[src/rtl/fetch_unit.sv]
// Instruction-fetch stage: owns the PC, keeps at most one request in flight to
// instruction memory and buffers the returned instruction for the branch stage.
module fetch_unit #(
  parameter int ADDR_W = 12,
  parameter int INSTR_W = 16,
  parameter logic [ADDR_W-1:0] RESET_PC = '0
) (
  input  logic               clk,
  input  logic               reset,
  input  logic               redirect_valid,
  input  logic [ADDR_W-1:0]  redirect_pc,
  output logic               imem_req_valid,
  input  logic               imem_req_ready,
  output logic [ADDR_W-1:0]  imem_addr,
  input  logic               imem_rsp_valid,
  input  logic [INSTR_W-1:0] imem_rsp_data,
  output logic               instr_valid,
  input  logic               instr_ready,
  output logic [INSTR_W-1:0] instruction,
  output logic [ADDR_W-1:0]  instr_pc,
  output logic [15:0]        fetch_count
);

  typedef enum logic [2:0] {IDLE, REQ, WAIT, DRAIN, HOLD} state_t;

  state_t               r_state;
  logic [ADDR_W-1:0]    r_pc;
  logic [INSTR_W-1:0]   r_instr;
  logic [ADDR_W-1:0]    r_instr_pc;
  logic [15:0]          r_count;

  state_t               w_state_next;
  logic [ADDR_W-1:0]    w_pc_next;
  logic [INSTR_W-1:0]   w_instr_next;
  logic [ADDR_W-1:0]    w_instr_pc_next;
  logic [15:0]          w_count_next;

  always_comb begin
    w_state_next    = r_state;
    w_pc_next       = r_pc;
    w_instr_next    = r_instr;
    w_instr_pc_next = r_instr_pc;
    w_count_next    = r_count;
    // A redirect always takes the PC, whatever the state does with it.
    if (redirect_valid) w_pc_next = redirect_pc;
    case (r_state)
      IDLE: w_state_next = REQ;
      REQ: begin
        if (redirect_valid) begin
          if (imem_req_ready) w_state_next = DRAIN;
        end else if (imem_req_ready) begin
          w_instr_pc_next = r_pc;
          w_pc_next       = r_pc + {{(ADDR_W-1){1'b0}}, 1'b1};
          w_state_next    = WAIT;
        end
      end
      WAIT: begin
        if (redirect_valid) begin
          w_state_next = imem_rsp_valid ? REQ : DRAIN;
        end else if (imem_rsp_valid) begin
          w_instr_next = imem_rsp_data;
          w_state_next = HOLD;
        end
      end
      DRAIN: if (imem_rsp_valid) w_state_next = REQ;
      HOLD: begin
        if (redirect_valid) begin
          w_state_next = REQ;
        end else if (instr_ready) begin
          w_count_next = r_count + 16'd1;
          w_state_next = REQ;
        end
      end
      default: w_state_next = IDLE;
    endcase
  end

  always_ff @(posedge clk) begin
    if (reset) begin
      r_state    <= IDLE;
      r_pc       <= RESET_PC;
      r_instr    <= '0;
      r_instr_pc <= '0;
      r_count    <= '0;
    end else begin
      r_state    <= w_state_next;
      r_pc       <= w_pc_next;
      r_instr    <= w_instr_next;
      r_instr_pc <= w_instr_pc_next;
      r_count    <= w_count_next;
    end
  end

  assign imem_req_valid = (r_state == REQ);
  assign imem_addr      = r_pc;
  assign instr_valid    = (r_state == HOLD) && !redirect_valid;
  assign instruction    = r_instr;
  assign instr_pc       = r_instr_pc;
  assign fetch_count    = r_count;

  // Responses are only legal while a request is outstanding.
  a_rsp_protocol: assert property (@(posedge clk) disable iff (reset)
    imem_rsp_valid |-> (r_state == WAIT || r_state == DRAIN));

endmodule

[config.mk]
export PLATFORM = sky130hd
export DESIGN_NAME = fetch_unit
export DESIGN_NICKNAME = d
export VERILOG_FILES = /design/src/rtl/fetch_unit.sv
export SDC_FILE = /design/constraint.sdc
export NUM_CORES = 1
export LEC_CHECK = 0
export CELL_PAD_IN_SITES_DETAIL_PLACEMENT = 0
export CELL_PAD_IN_SITES_GLOBAL_PLACEMENT = 1
export CORE_MARGIN = 2
export CORE_UTILIZATION = 30
export CTS_BUF_LIST = sky130_fd_sc_hd__clkbuf_4 sky130_fd_sc_hd__clkbuf_8
export DETAILED_ROUTE_END_ITERATION = 10
export HOLD_SLACK_MARGIN = 0.1
export PLACE_DENSITY = 0.84
export SLEW_MARGIN = 25
export SYNTH_ARGS = -nofsm -noshare
export SYNTH_HDL_FRONTEND = slang
export SYNTH_SLANG_ARGS = --single-unit
[constraint.sdc]
create_clock -name clk -period 3.65 [get_ports clk]
set_clock_uncertainty 0.05 [all_clocks]
set_input_delay 1.095 -clock clk [delete_from_list [all_inputs] [get_ports clk]]
set_output_delay 1.095 -clock clk [all_outputs]
set_load 0.1 [all_outputs]
---- Word level (Yosys, flattened, before mapping) ----
Index checks and enable logic that the tools add are counted.
storage, ports and cells
  bits in registers ....................... 59
  output and inout bits ................... 58
  word-level logic and storage cells ...... 37
cells by class
  $add $sub $neg .......................... 2
  eq/ne operators ......................... 8
  muxes and demuxes ....................... 14
  bitwise operators ....................... 1
  reduce and logical (&&, ||, !) cells .... 7
operators with widths
  kind                   number
  $mux 12                4
  $mux 3                 8
  $add 16x1->16 const B  1
  $pmux 3 s5             1
  $add 12x1->12 const B  1
  $reduce_and 3->1       3
  $eq 3x2->1 const B     2
  $ne 3x3->1 const B     2
  $reduce_and 4->1       1
  $eq 3x1->1 const B     1
  $eq 3x3->1 const B     1
  $logic_not 3->1        1
  $mux 2                 1
  $ne 2x1->1 const B     1
  $ne 2x2->1 const B     1
  $logic_and 1x1->1      1
  $logic_not 1->1        1
  $not 1->1              1

---- Logic depth before layout (Yosys ltp) ----
Gate-level depths: netlist of run 1.
  word-level depth ........................ 4
  gate-level depth with buffers ........... 6
  gate-level depth less buffers ........... 5

---- Least setup slack after synthesis of run 1 ----
No wires, ideal clock.
  kind .................................... in2out
  start ................................... in redirect_valid
  end ..................................... out instr_valid
  arrival time ............................ 1.911 ns
  setup slack ............................. 0.594 ns
  cell stages on the path ................. 3
  path buffers ............................ 1
  cells stage by stage .................... or4b_1 buf_6 clkinv_4
between the ends
  longest elaborated chain between the ends .. 2
RTL lines
  what               RTL line  text
  from (decl)        10        input logic redirect_valid,
  $logic_not 1->1    96        assign instr_valid = (r_state == HOLD) && !redirect_valid;
  $logic_and 1x1->1  96
  to (decl)          17        output logic instr_valid,
Every way passes these cells.

---- Worst setup path in the final report of run 1 ----
Ends and elaborated chain as after synthesis.

==> results of run 1 <==
## cell type report
type | count | share of cell area
clock buffer | 12 | 0.0420
clock inverter | 3 | 0.00414
inverter | 7 | 0.00861
multi-input combinational | 217 | 0.356
sequential | 59 | 0.325
tap | 105 | 0.0362
timing repair buffer | 98 | 0.227
## tightest hold or removal path: cells and delay by family, from the launching register on
kind / cells / cell delay (ns)
flops: 1 / 0.31
simple gates: 1 / 0.05
compound gates: 1 / 0.05
## state kept, by name, indices dropped and copies added, names as in the netlist
register     count
imem_addr       12
instr_pc        12
fetch_count     16
r_state          3
instruction     16
## through the flow
stage / utilization / cells / total power [mW] / setup WS (ns)
global route: 0.438 / 501 / 1.75 / 0.128
detailed placement: 0.417 / 486 / 1.16 / 0.159
finish: 0.438 / 501 / 1.66 / 0.170
CTS: 0.438 / 501 / 1.69 / 0.159
global placement: 0.417 / 486 / 1.16 / 0.145
floorplan: - / 302 / 1.04 / 0.594
## worst max-delay path by stage
| stage | endpoint | start | slack [ns] |
|---|---|---|---|
| after global routing | instr_valid | redirect_valid | 0.13 |
| after CTS | instr_valid | redirect_valid | 0.16 |
| after floorplan | instr_valid | redirect_valid | 0.59 |
| after detailed placement | instr_valid | redirect_valid | 0.16 |
| final | instr_valid | redirect_valid | 0.17 |
| after global placement | instr_valid | redirect_valid | 0.15 |
## metal layers
layer | global-route usage | vias up
li1 | - | 1240
met1 | 0.177 | 1136
met2 | 0.246 | 80
met3 | 0.0658 | 4
met4 | 0.0368 | 0
met5 | 0 | -
## placed cells by master (no fill, tap or decap), types with 3 or more instances in the layout
| master | count |
|---|---|
| or3_1 | 3 |
| clkbuf_8 | 10 |
| nor2_1 | 32 |
| a21oi_1 | 29 |
| a2111oi_0 | 3 |
| mux2i_1 | 12 |
| nand3_1 | 10 |
| xor2_1 | 8 |
| nand2_1 | 45 |
| xnor2_1 | 6 |
| or4_1 | 7 |
| dfxtp_1 | 59 |
| nor3_1 | 7 |
| inv_1 | 6 |
| o31ai_1 | 7 |
| clkdlybuf4s50_1 | 32 |
| nand4_1 | 8 |
| clkinv_2 | 3 |
| and2_1 | 3 |
| buf_4 | 64 |
| nor4_1 | 4 |
| a211oi_1 | 7 |
| nor2b_1 | 3 |
## power groups by stage
| stage | Sequential [mW] | Clock [mW] | Combinational (mW) |
|---|---|---|---|
| finish | 0.713 | 0.524 | 0.428 |
| global route | 0.719 | 0.575 | 0.452 |
| CTS | 0.713 | 0.545 | 0.431 |
| detailed placement | 0.726 | 0 | 0.430 |
| global placement | 0.727 | 0 | 0.428 |
| floorplan | 0.867 | 0 | 0.171 |
## cell families (layout without fill, tap and decap cells)
kind of cell,Yosys count,in the layout,synth area share
adders and majority gates,2,2,0.00967
DFF,59,59,0.456
and+or+nand+nor,135,135,0.266
AOI/OAI and AO/OA,54,54,0.130
buffers and inverters,26,120,0.0435
muxes,12,12,0.0464
xor gates and xnor gates,14,14,0.0474
==> impl_results.md, run 1 <==
- Status: finished, final reports clean
- Vias per inst: 4.91
- Number of global-route vias before repair: 2471
- Cell family contributing the most delay on the critical path: buffers and inverters
- Seq. cell area: 1180 µm²
- Final HPWL from detailed placement: 4710 µm
- Syn avg cell area: 8.57 µm²
- RR Endpoint: fetch_count[14]
- Number of distinct standard cells referenced by the synthesized netlist: 42
- Most instantiated cells after synthesis: 59 x dfxtp_1, 45 x nand2_1, 32 x nor2_1, 29 x a21oi_1, 15 x clkbuf_1
- Floorplan Core Area: 8300 µm²
- Classification of the worst setup path: input pin to primary output
- Type of origin of the critical path: input pin
- Final ANT Viol Nets: 0
- Growth of design area from synthesis to finish: 40.3%
- Number of nets in the final layout: 428
- Critical path capture point type: primary output
- Maximum root-to-sink buffer count: 2
- Headroom to the max-slew limit: 0.471
- TritonCTS clock tree: done
- Wirelength per Cell: 13.4 µm
- Sequential cell area fraction in the yosys report: 0.456
- CTS Sinks: 59
- Count of TritonRoute iterations in the first routing pass: 4
- Hold violation count in the final report: 0
- Die height: 96.9 µm
- Setup Viol. Count Final: 0
- Crit path arrival time: 2.33 ns
- Global-route wire length before repair: 11600 µm
- Pin slew with the least headroom to its limit: 0.794 ns
- Critical Path Fanout Max: 2
- Iteration-0 DRC count of the detailed router: 76
- I/O pin count: 92
- Root Buffer Master: clkbuf_8
- Most frequently used cell type in the post-synthesis netlist: dfxtp_1
- Row cnt: 33
- Max layer used: met4
- Synth Register Bits: 59
- Number of inserted filler cells in the final layout: 823
- Total gr overflow: 0
- Hold Path Cell Cnt: 2
- Overall global routing resource usage: 0.149
- Maximum number of pins on one net before global-route repair: 42
- WL met3: 495 µm
- Power Density: 459 nW/µm²
- Total Routed Length: 6710 µm
- Multi-input logic area: 1290 µm²
- Worst vdd rail ir drop: 0.228 mV
- Ys flop type: dfxtp_1
- Post-DP Area: 3460 µm²
- Final worst path period need: 3.48 ns
- Cells along the critical path: clkdlybuf4s50_1 -> or4b_1 -> clkinv_4 -> buf_12
- P_sw: 0.585 mW
- CTS buffer count: 9
- Number of vias after detailed routing: 2460
- Die width: 96.9 µm
- Register-to-register setup slack: 1.51 ns
- Crit. path cell count: 4
- Pint: 1.08 mW
- Cts hold-fix bufs: 0
- Max Slew Vio Count: 0
- Post-cts resize count: 0
- Number of post-CTS setup repair buffers: 0
- Clock Power Share: 0.315
- Share of power burned in combinational logic: 0.257
- Power share of the sequential group: 0.429
- Worst hold path class: register to register
- Reg2Reg Depth: 6
- Async SR Flop Fraction: 0
- Share of the synthesized area in the top cell type: 0.456
- Post-Route Hold Slack: 0.405 ns
- Die footprint: 9380 µm²
- Clock transition at the registers of the reported paths: 0.06 ns
- CP max stage delay: 0.55 ns
- Summed negative setup slack over all endpoints: 0 ns
- Total of max-cap violations: 0
- Synthesized area: 2590 µm²
- Starting density of the core: 0.312
- Worst Min Path Start: instruction[9]
- Placer's final routability congestion estimate: 0.760
- Number of antenna violations at the first check in global routing: 0
- DRC: 0
- Fraction of final layout cells with drive strength greater than 1: 0.220
- Startpoint of the most critical register-to-register path: r_state[0]
- Insertion delay to the later sink of the worst-skew pair: 0.34 ns
- Critical-path cell with the highest stage delay: or4b_1
- Yosys Warn Count: 0
- Fmax: 287 MHz
- Switching Share: 0.351
- Met2 wire length: 3130 µm
- Static Leak: 1.36 nW
- Htree depth: 3
- EDFF count, synth: 0
- CP Data Required Time: 2.50 ns
- Cell type contributing the most total cell area after synthesis: dfxtp_1
- Buffers plus inverters on the worst setup path: 3
- Capture endpoint of the worst hold path: instruction[9]
- Setup repair after global routing missed its margin: false
- Metal1 wirelength: 3030 µm
- Final Cell Area: 3630 µm²
- Fraction of the cycle the final worst path needs: 0.953
- Number of instances in the synthesized netlist: 302
- Leading post-synthesis cells by cell area: dfxtp_1 46%, nand2_1 6.5%, a21oi_1 5.6%
- Count of input and output buffers: 91
- Antenna diode count: 0
- Net count after synthesis: 338
Note: power is estimated with default switching activity, not from simulation.
==> inputs of run 2 (changes only) <==
- PLACE_DENSITY: 0.84 -> 0.85
==> impl_results.md, run 2 (synthesis results as in run 1) <==
- Worst vdd rail ir drop: 0.214 mV
- Status: finished, final reports clean
- Power Density: 472 nW/µm²
- Final HPWL from detailed placement: 4690 µm
- CTS Sinks: 59
- I/O pin count: 92
- Count of TritonRoute iterations in the first routing pass: 4
- Post-Route Hold Slack: 0.405 ns
- Seq. cell area: 1180 µm²
- Number of global-route vias before repair: 2284
- Cts hold-fix bufs: 0
- Total gr overflow: 0
- Pwr Total: 1.72 mW
- Vias per inst: 4.84
- Die height: 96.9 µm
- Most frequent standard cell in the layout excluding fill and tap cells: buf_4
- Row cnt: 33
- Root Buffer Master: clkbuf_8
- Antenna diode count: 0
- CP Data Required Time: 2.50 ns
- Headroom to the max-slew limit: 0.524
- Pin slew with the least headroom to its limit: 0.715 ns
- TritonCTS clock tree: done
- Critical Path Fanout Max: 6
- Non-filler instance count after layout: 500
- Overall global routing resource usage: 0.140
- Global-route wire length before repair: 10900 µm
- Final core occ: 0.439
- Static Leak: 1.36 nW
- Number of post-CTS setup repair buffers: 0
- Type of origin of the critical path: input pin
- Maximum root-to-sink buffer count: 2
- Htree depth: 3
- Total of max-cap violations: 0
- Post-cts resize count: 0
- Iteration-0 DRC count of the detailed router: 78
- Fraction of the cycle the final worst path needs: 0.962
- Final worst path period need: 3.51 ns
- Crit path arrival time: 2.37 ns
- Number of nets in the final layout: 426
- Final ANT Viol Nets: 0
- Starting density of the core: 0.312
- Number of placed instances, taps included: 484
- Max Slew Vio Count: 0
- Number of antenna violations at the first check in global routing: 0
- Summed negative setup slack over all endpoints: 0 ns
- Most frequent cells in the layout: 62 x buf_4, 59 x dfxtp_1, 45 x nand2_1, 32 x nor2_1, 32 x clkdlybuf4s50_1
- Count of input and output buffers: 91
- Number of inserted filler cells in the final layout: 829
- Setup repair after global routing missed its margin: false
- Wirelength per Cell: 13.3 µm
- Growth of design area from synthesis to finish: 41.0%
- Number of vias after detailed routing: 2418
- Die width: 96.9 µm
- Hold violation count in the final report: 0
- DRC: 0
- CTS buffer count: 9
- Setup Viol. Count Final: 0
- Classification of the worst setup path: input pin to primary output
- Die footprint: 9380 µm²
- Total Routed Length: 6650 µm
- Insertion delay to the later sink of the worst-skew pair: 0.33 ns
- Fraction of final layout cells with drive strength greater than 1: 0.218
- Fmax: 285 MHz
- Clock transition at the registers of the reported paths: 0.06 ns
- Placer's final routability congestion estimate: 0.811
- Worst hold path class: register to register
- Multi-input logic area: 1290 µm²
- Maximum number of pins on one net before global-route repair: 39
- Floorplan Core Area: 8300 µm²
- Critical path capture point type: primary output
[run 2: changes by cell type in the layout (fill, tap and decap cells not counted)]
cell | before | now
clkinv_2 | 3 | 1
buf_4 | 64 | 62
clkbuf_8 | 10 | 13
[run 2: report_power, final]
group,internal (mW),switching (mW)
Combinational,0.130,0.295
Sequential,0.675,0.0407
Clock,0.335,0.246
Total,1.14,0.582
[run 2: worst max-delay path, stage by stage]
cell	delay [ns]
clkdlybuf4s50_1	0.42
or4b_1	0.55
clkinv_4	0.13
buf_12	0.18
[run 2: per-stage QoR]
stage | area (µm²) | setup slack (ns)
after global routing | 3650 | 0.0761
after floorplan | 2590 | 0.594
after detailed placement | 3450 | 0.140
after CTS | 3650 | 0.136
after global placement | 3450 | 0.154
final | 3650 | 0.138
[run 2: per-layer routing]
layer  global-route usage  share of wire  vias up
met4               0.0531          0.014        0
li1                     -              -     1242
met1                0.174           0.45     1094
met5                    0              0        -
met2                0.220           0.46       72
met3               0.0556          0.074       10
[run 2: path summary, 6_finish.rpt]
check | from | to | slack (ns) | depth (start not counted)
worst max-delay path | redirect_valid | instr_valid | 0.14 | 4
worst min-delay path | instruction[8] | instruction[8] | 0.41 | 2
worst max register to register | r_state[0] | fetch_count[14] | 1.59 | 5
worst min register to register | instruction[8] | instruction[8] | 0.41 | 2
[run 2: final cells by class]
type / count / area share
Timing Repair Buffer: 96 / 0.222
Sequential cell: 59 / 0.324
Clock buffer: 15 / 0.0532
Clock inverter: 1 / 0.00137
Tap cell: 105 / 0.0360
Inverter: 7 / 0.00858
Multi-Input combinational cell: 217 / 0.355
